===== config.mk =====
export PLATFORM = sky130hd
export DESIGN_NAME = mc_control
export DESIGN_NICKNAME = d
export VERILOG_FILES = /design/src/rtl/mc_control.sv
export SDC_FILE = /design/constraint.sdc
export NUM_CORES = 1
export LEC_CHECK = 0
export ABC_CLOCK_PERIOD_IN_PS = 1500
export BUFFER_PORTS_ARGS = -buffer_cell sky130_fd_sc_hd__buf_2
export CORE_MARGIN = 4
export CORE_UTILIZATION = 40
export DETAILED_ROUTE_END_ITERATION = 16
export GPL_ROUTABILITY_DRIVEN = 0
export HOLD_SLACK_MARGIN = 0.08
export PLACE_DENSITY = 0.77
export SLEW_MARGIN = 20
export SYNTH_ARGS = -nofsm -noshare
export SYNTH_HDL_FRONTEND = slang
export SYNTH_SLANG_ARGS = --single-unit

===== constraint.sdc =====
create_clock -name clk -period 1.5 [get_ports clk]
set_input_delay 0.3 -clock clk [delete_from_list [all_inputs] [get_ports clk]]
set_output_delay 0.3 -clock clk [all_outputs]
set_load 0.01 [all_outputs]

===== src/rtl/mc_control.sv =====
// Multicycle RISC-V control FSM: sequences datapath enables and decodes the ALU operation.
// Latency: one state per clock, 3 to 5 cycles per instruction; outputs are combinational from state and inputs.
// Backpressure: none; the FSM advances unconditionally and only reset leaves HALT.
module mc_control #(
  parameter logic HALT_ON_ILLEGAL = 1'b0
) (
  input  logic       clk,
  input  logic       reset,
  input  logic [6:0] op,
  input  logic [2:0] f3,
  input  logic [6:0] f7,
  input  logic       zero,
  output logic       pcWrite,
  output logic       adrSrc,
  output logic       memWrite,
  output logic       irWrite,
  output logic [1:0] resultSrc,
  output logic [1:0] aluSrcA,
  output logic [1:0] aluSrcB,
  output logic [1:0] immSrc,
  output logic       regWrite,
  output logic [2:0] aluControl,
  output logic       halted
);

  localparam logic [6:0] OP_LW   = 7'b0000011;
  localparam logic [6:0] OP_SW   = 7'b0100011;
  localparam logic [6:0] OP_R    = 7'b0110011;
  localparam logic [6:0] OP_I    = 7'b0010011;
  localparam logic [6:0] OP_JAL  = 7'b1101111;
  localparam logic [6:0] OP_BEQ  = 7'b1100011;

  typedef enum logic [3:0] {
    FETCH, DECODE, MEMADR, MEMREAD, MEMWB, MEMWRITE,
    EXECR, EXECI, ALUWB, JAL, BEQ, HALT
  } state_t;

  typedef enum logic [1:0] {
    ALU_ADD, ALU_SUB, ALU_FUNCT
  } aluOp_t;

  state_t state, nextState;
  aluOp_t aluOp;

  // Only funct7 bit 5 distinguishes sub from add; the other bits are don't-care here.
  logic unusedF7;
  assign unusedF7 = ^{f7[6], f7[4:0]};

  // State register; reset forces FETCH from any state, including HALT.
  always_ff @(posedge clk) begin
    if (reset) state <= FETCH;
    else       state <= nextState;
  end

  // Next-state and per-state datapath controls; anything not named for a state stays 0.
  always_comb begin
    nextState = state;
    pcWrite   = 1'b0;
    adrSrc    = 1'b0;
    memWrite  = 1'b0;
    irWrite   = 1'b0;
    resultSrc = 2'b00;
    aluSrcA   = 2'b00;
    aluSrcB   = 2'b00;
    regWrite  = 1'b0;
    halted    = 1'b0;
    aluOp     = ALU_ADD;
    case (state)
      FETCH: begin
        adrSrc    = 1'b0;
        irWrite   = 1'b1;
        aluSrcA   = 2'b00;
        aluSrcB   = 2'b10;
        resultSrc = 2'b10;
        pcWrite   = 1'b1;
        nextState = DECODE;
      end
      DECODE: begin
        // Branch target OldPC + imm is computed here and parked in ALUOut.
        aluSrcA = 2'b01;
        aluSrcB = 2'b01;
        case (op)
          OP_LW, OP_SW: nextState = MEMADR;
          OP_R:         nextState = EXECR;
          OP_I:         nextState = EXECI;
          OP_JAL:       nextState = JAL;
          OP_BEQ:       nextState = BEQ;
          default:      nextState = HALT_ON_ILLEGAL ? HALT : FETCH;
        endcase
      end
      MEMADR: begin
        aluSrcA   = 2'b10;
        aluSrcB   = 2'b01;
        // op[5] separates sw (0100011) from lw (0000011).
        nextState = op[5] ? MEMWRITE : MEMREAD;
      end
      MEMREAD: begin
        resultSrc = 2'b00;
        adrSrc    = 1'b1;
        nextState = MEMWB;
      end
      MEMWB: begin
        resultSrc = 2'b01;
        regWrite  = 1'b1;
        nextState = FETCH;
      end
      MEMWRITE: begin
        resultSrc = 2'b00;
        adrSrc    = 1'b1;
        memWrite  = 1'b1;
        nextState = FETCH;
      end
      EXECR: begin
        aluSrcA   = 2'b10;
        aluSrcB   = 2'b00;
        aluOp     = ALU_FUNCT;
        nextState = ALUWB;
      end
      EXECI: begin
        aluSrcA   = 2'b10;
        aluSrcB   = 2'b01;
        aluOp     = ALU_FUNCT;
        nextState = ALUWB;
      end
      ALUWB: begin
        resultSrc = 2'b00;
        regWrite  = 1'b1;
        nextState = FETCH;
      end
      JAL: begin
        // Link value OldPC + 4 is formed here while the PC takes the target from ALUOut.
        aluSrcA   = 2'b01;
        aluSrcB   = 2'b10;
        resultSrc = 2'b00;
        pcWrite   = 1'b1;
        nextState = ALUWB;
      end
      BEQ: begin
        aluSrcA   = 2'b10;
        aluSrcB   = 2'b00;
        aluOp     = ALU_SUB;
        resultSrc = 2'b00;
        pcWrite   = zero;
        nextState = FETCH;
      end
      HALT: begin
        halted    = 1'b1;
        nextState = HALT;
      end
      default: nextState = FETCH;
    endcase
  end

  // Immediate format follows the opcode in every state.
  always_comb begin
    immSrc = 2'b00;
    case (op)
      OP_SW:   immSrc = 2'b01;
      OP_BEQ:  immSrc = 2'b10;
      OP_JAL:  immSrc = 2'b11;
      default: immSrc = 2'b00;
    endcase
  end

  // ALU decoder; sub only for R-type funct3=000 with funct7[5] set (addi never subtracts).
  always_comb begin
    aluControl = 3'b000;
    case (aluOp)
      ALU_ADD: aluControl = 3'b000;
      ALU_SUB: aluControl = 3'b001;
      default: begin
        case (f3)
          3'b000:  aluControl = (op[5] & f7[5]) ? 3'b001 : 3'b000;
          3'b010:  aluControl = 3'b101;
          3'b110:  aluControl = 3'b011;
          3'b111:  aluControl = 3'b010;
          default: aluControl = 3'b000;
        endcase
      end
    endcase
  end

endmodule


==> impl_metrics.csv, run 1 <==
group,metric,value,unit
run_status,outcome,"complete, but fails checks",
run_status,violations,"setup timing",
setup_path,cp_num_buf_inv,1,
sta,fmax,657.0,MHz
setup_path,max_stage_delay,0.35,ns
sta,slew_headroom,78.76,%
sta,setup_slack,-0.02212,ns
synthesis,synth_edf_count,0,
sta,hold_violations,0,
clock_tree,cts_tree,"done",
sta,setup_viol_count_final,1,
placement,portBuffers,30,
synthesis,synthFlopType,"dfxtp_1",
worst_hold_path,min_from,"reset",
sta,worst_slew_pin_slew,0.3157,ns
die,io_pins,37,
die,start_util,42.40,%
detailed_routing,dr.pass1.iters,4,
power_and_ir_drop,ir_worst_vdd,0.2062,mV
setup_path,reg2reg_to,"state[0]",
sta,finalCritPeriodShare,101.5,%
power_and_ir_drop,power_density,422.5,nW/um^2
power_and_ir_drop,p_leak,0.4258,nW
worst_hold_path,min_path_type,"in2reg",
cells_and_area,final_layout_size_suffix_gt1_share,58.33,%
die,dieArea,2038,sq um
cells_and_area,antennaDiodeCount,0,
detailed_routing,ant_nets,0,
synthesis,synth.distinct_cells,35,
cells_and_area,final_common_cell,"buf_2",
setup_path,r2r_start,"state[3]",
synthesis,synth_top_area_share,14.51,%
synthesis,netlist.top_cell.by_area,"dfxtp_1",
synthesis,synth-seq-cells,4,
setup_path,cpLargestDelayFamily,"flip-flops",
global_route,grtUsageTotal,17.47,%
setup_path,r2r_cells,6,
sta,whs,0.3843,ns
setup_path,critPathRequiredTime,1.20,ns
synthesis,yosysWarnings,0,
cells_and_area,largest_reg_flops,4,
sta,post-route-min-period,1.522,ns
sta,drv_slew,0,
synthesis,syn_nets,97,
global_route,grt_max_degree,15,
global_route,grt_pass1_vias,639,
detailed_routing,wire_per_inst,12.65,um
clock_tree,root_buffer,"clkbuf_4",
setup_path,crit_path_cell_trace,"nand2b_4 -> o32ai_2 -> and2_1 -> buf_2",
die,core,1301,sq um
setup_path,worstPathMaxFanout,5,
synthesis,postSynth.asyncResetShare,0,%
die,dieHeight,45.14,um
synthesis,synthesis.area,551.8,sq um
sta,finalClockSkew,0.001481,ns
sta,grt_setup_unrepaired,"true",
clock_tree,cts_buffers,3,
clock_tree,clkTransAtPathRegs,0.04,ns
cells_and_area,nets,142,
detailed_routing,vias,735,
detailed_routing,drt-initial-drc-count,10,
synthesis,synth.area.top_cells,"dfxtp_1, nand2b_1, a21oi_1",
setup_path,cpMaxStageDelayCell,"dfxtp_4",
worst_hold_path,hold_end,"state[1]",
detailed_routing,drcViolationCount,0,
global_route,grt_overflow,0,
die,die_w,45.14,um
cells_and_area,syn2layout_area_growth,68.71,%
clock_tree,htree_num_levels,1,
setup_path,worstPathArrival,1.22,ns
cells_and_area,most-common-layout-cells,"buf_2, buf_4, nor2_1",
cells_and_area,regMostFlops,"state",
synthesis,synth-seq-area-share,14.51,%
run,max-cap-violations,0,
sta,tns,-0.02212,ns
clock_tree,clock_latency,0.24,ns
clock_tree,cts_buffer_depth,2,
detailed_routing,via_per_inst,5.444,
clock_tree,cts_hold_buf,0,
global_route,grt_first_pass_wirelength,2677,um
global_route,antenna_found_initial,0,
setup_path,start_kind,"register",
clock_tree,cts_sinks,4,
detailed_routing,wirelength,1708,um
placement,dp_hpwl,1300,um
cells_and_area,reg_top3,"state: 4 flops",
setup_path,crit_type,"reg2out",
worst_hold_path,holdPathStages,3,
synthesis,syn_inst,77,
synthesis,synth_area_per_cell,7.166,sq um
setup_path,ff2ff_setup_slack,0.10,ns
die,floorplan.rows,13,
setup_path,endpoint_kind,"primary output",
[cell type report]
class                      count  area, sq um
multi-input combinational     63        480.5
fill                         113        370.4
timing repair buffer          48        306.5
sequential                     4        95.09
clock buffer                   3        22.52
tap                           15        18.77
inverter                       2        7.507
[worst register-to-register path: stages (launching register included)]
cell,delay (ns)
dfxtp_4,0.35
buf_4,0.14
buf_4,0.16
nor4b_4,0.23
nand4b_1,0.18
a2bb2oi_1,0.17
nor2_1,0.11
[worst max path at each step]
| stage | startpoint | endpoint | slack, ns | depth (start not counted) |
|---|---|---|---|---|
| final | state[3] | aluControl[0] | -0.02 | 4 |
| after global routing | state[3] | aluControl[0] | -0.08 | 4 |
| after CTS | state[3] | aluControl[0] | -0.03 | 4 |
| after detailed placement | op[2] | immSrc[0] | -0.05 | 4 |
| after global placement | op[2] | immSrc[0] | 0.0004 | 4 |
| after floorplan | state[1] | resultSrc[1] | 0.03 | 4 |
[metal layers]
layer	vias to the layer above	part of all wire [%]	GRT usage (%)
li1	364	-	-
met1	348	35	17.86
met2	21	58	36.16
met3	2	5.6	1.195
met4	0	1.3	5.263
met5	-	0	0
[cells in the mapped netlist, types with 2 or more instances]
cell      instances
nand4b_1          2
inv_1             2
nor2_1            8
buf_2             3
xnor2_1           3
nand2_1           5
nand4_1           3
nor4_1            2
buf_6             2
a21oi_1           7
nor3b_1           2
nand3_1           2
nor3_1            3
nand2b_1          6
dfxtp_1           4
nor2b_1           2
buf_4             3
[what timing repair did]
action	in CTS	in global routing
gates resized for setup	22	3
buffers inserted	6	1
endpoints found under the setup margin	10	10
pin swaps	5	5
[through the flow]
step | cells | worst slack (ns) | instance area, sq um | power [W] | utilization [%]
final | 135 | -0.02212 | 930.9 | 0.0003933 | 71.54
after floorplan | 77 | 0.02782 | 566.8 | 0.0001892 | -
after CTS | 134 | -0.02979 | 910.9 | 0.0003925 | 70.00
after detailed placement | 125 | -0.04744 | 758.2 | 0.0002428 | 58.27
after global placement | 125 | 0.0003626 | 758.2 | 0.0002376 | 58.27
after global routing | 135 | -0.08110 | 930.9 | 0.0004093 | 71.54
[cell families (layout without fill, tap and decap cells)]
family          count (synthesis)  in the layout  synth area share, %
simple gates                   43             43                48.08
flops                           4              4                14.51
compound gates                 16             16                18.82
buf+inv                        10             53                12.24
xor+xnor                        4              4                6.350
[report_power, final]
| group | switching [W] | internal (W) |
|---|---|---|
| clock network | 0.0000456 | 0.0000896 |
| logic | 0.0000712 | 0.0000790 |
| registers | 0.00000348 | 0.000104 |
Note: power is estimated with default switching activity, not from simulation.
==> run 2, diff against run 1 <==
--- a/config.mk
+++ b/config.mk
@@ -8,11 +8,12 @@
 export ABC_CLOCK_PERIOD_IN_PS = 1500
 export BUFFER_PORTS_ARGS = -buffer_cell sky130_fd_sc_hd__buf_2
 export CORE_MARGIN = 4
-export CORE_UTILIZATION = 40
+export CORE_UTILIZATION = 42
+export CTS_BUF_LIST = sky130_fd_sc_hd__clkbuf_2
 export DETAILED_ROUTE_END_ITERATION = 16
 export GPL_ROUTABILITY_DRIVEN = 0
 export HOLD_SLACK_MARGIN = 0.08
-export PLACE_DENSITY = 0.77
+export PLACE_DENSITY = 0.81
 export SLEW_MARGIN = 20
 export SYNTH_ARGS = -nofsm -noshare
 export SYNTH_HDL_FRONTEND = slang
==> impl_metrics.csv, run 2 (synthesis gave the netlist of run 1 again) <==
group,metric,value,unit
clock_tree,clock_latency,0.24,ns
global_route,grt_first_pass_wirelength,2939,um
cells_and_area,final_common_cell,"buf_2",
cells_and_area,fin_area,930.9,sq um
cells_and_area,largest_reg_flops,4,
sta,hold_violations,0,
worst_hold_path,min_path_type,"in2reg",
detailed_routing,ant_nets,0,
setup_path,cpMaxStageDelayCell,"dfxtp_4",
clock_tree,cts_sinks,4,
cells_and_area,regMostFlops,"state",
setup_path,worstPathArrival,1.27,ns
sta,worst_slew_pin_slew,0.3139,ns
placement,placed_cells,127,
sta,finalCritPeriodShare,104.5,%
sta,slew_headroom,78.81,%
sta,drv_slew,0,
clock_tree,cts_buffers,3,
setup_path,crit_type,"reg2out",
power_and_ir_drop,ir_worst_vdd,0.3164,mV
sta,setup_slack,-0.06725,ns
cells_and_area,final_cells,131,
setup_path,critPathRequiredTime,1.20,ns
cells_and_area,nets,139,
detailed_routing,drt-initial-drc-count,20,
die,start_util,47.12,%
clock_tree,cts_buffer_depth,2,
setup_path,endpoint_kind,"primary output",
cells_and_area,final_layout_size_suffix_gt1_share,61.54,%
die,floorplan.rows,12,
sta,finalClockSkew,0.01750,ns
die,core,1171,sq um
cells_and_area,syn2layout_area_growth,68.71,%
global_route,grtUsageTotal,20.71,%
power_and_ir_drop,power_density,393.7,nW/um^2
power_and_ir_drop,p_leak,0.4199,nW
setup_path,crit_path_cell_trace,"and2b_2 -> nand3_2 -> nor3_2 -> buf_2",
clock_tree,cts_hold_buf,0,
detailed_routing,wirelength,1991,um
run_status,outcome,"complete, but fails checks",
setup_path,max_stage_delay,0.37,ns
cells_and_area,finish.utilization,79.49,%
detailed_routing,wire_per_inst,15.20,um
global_route,antenna_found_initial,0,
detailed_routing,drcViolationCount,0,
placement,dp_hpwl,1354,um
clock_tree,htree_num_levels,1,
die,die_w,44.25,um
clock_tree,clkTransAtPathRegs,0.06,ns
setup_path,worstPathMaxFanout,7,
global_route,grt_overflow,0,
clock_tree,root_buffer,"clkbuf_2",
global_route,grt_pass1_vias,700,
cells_and_area,reg_top3,"state: 4 flops",
run,max-cap-violations,0,
sta,grt_setup_unrepaired,"true",
die,io_pins,37,
clock_tree,cts_tree,"done",
cells_and_area,antennaDiodeCount,0,
die,dieHeight,44.25,um
placement,post_dp_cell_area,779.5,sq um
setup_path,start_kind,"register",
placement,dp_slack,0.009059,ns
sta,fmax,638.1,MHz
detailed_routing,vias,738,
die,dieArea,1958,sq um
sta,setup_viol_count_final,5,
run_status,violations,"setup timing",
sta,post-route-min-period,1.567,ns
setup_path,ff2ff_setup_slack,0.12,ns
sta,whs,0.3977,ns
cells_and_area,most-common-layout-cells,"buf_2, buf_4, nor2_1, a21oi_1, buf_6",
global_route,grt_max_degree,12,
detailed_routing,via_per_inst,5.634,
detailed_routing,dr.pass1.iters,4,
placement,portBuffers,30,
## run 2: worst max-delay path: cells and delay by family, from the launching register on
family	cells	cell delay (ns)
buffers and inverters	1	0.17
DFF	1	0.37
and+or+nand+nor	3	0.49
## run 2: cell type report
| cell class | count | area, sq um |
|---|---|---|
| Multi-Input combinational cell | 63 | 505.5 |
| Tap cell | 14 | 17.52 |
| Clock buffer | 3 | 15.01 |
| Sequential cell | 4 | 95.09 |
| Fill cell | 87 | 240.2 |
| Inverter | 2 | 7.507 |
| Timing Repair Buffer | 45 | 290.3 |
## run 2: report_power, final
part / internal, W / switching, W
sequential: 0.000104 / 0.00000951
clock: 0.0000539 / 0.0000587
combinational: 0.0000727 / 0.0000676
total: 0.000231 / 0.000136
## run 2: repair_timing
action                                  4_1_cts  5_1_grt
resized for setup                            14       17
pin swaps                                     4        7
setup buffers                                 0        1
cloned                                        0        0
endpoints found under the setup margin       13       13
## run 2: path summary, 6_finish.rpt
| path | startpoint | cells past startpoint | to |
|---|---|---|---|
| max | state[3] | 4 | aluControl[2] |
| min | reset | 3 | state[3] |
| max reg2reg | state[0] | 5 | state[1] |
| min reg2reg | state[1] | 2 | state[3] |
## run 2: per-stage QoR
stage,TNS (ns),power (W)
5_1_grt,-0.6753,0.0003920
3_5_place_dp,0,0.0002399
3_3_place_gp,0,0.0002354
6_report,-0.1226,0.0003665
2_1_floorplan,0,0.0001892
4_1_cts,-0.06389,0.0003459
## run 2: layer usage
metal / global-route usage, % / routed length, um / vias to the layer above
li1: - / - / 356
met1: 20.19 / 676 / 341
met2: 38.37 / 1104 / 30
met3: 3.252 / 107 / 11
met4: 15.66 / 102 / 0
met5: 0 / 0 / -
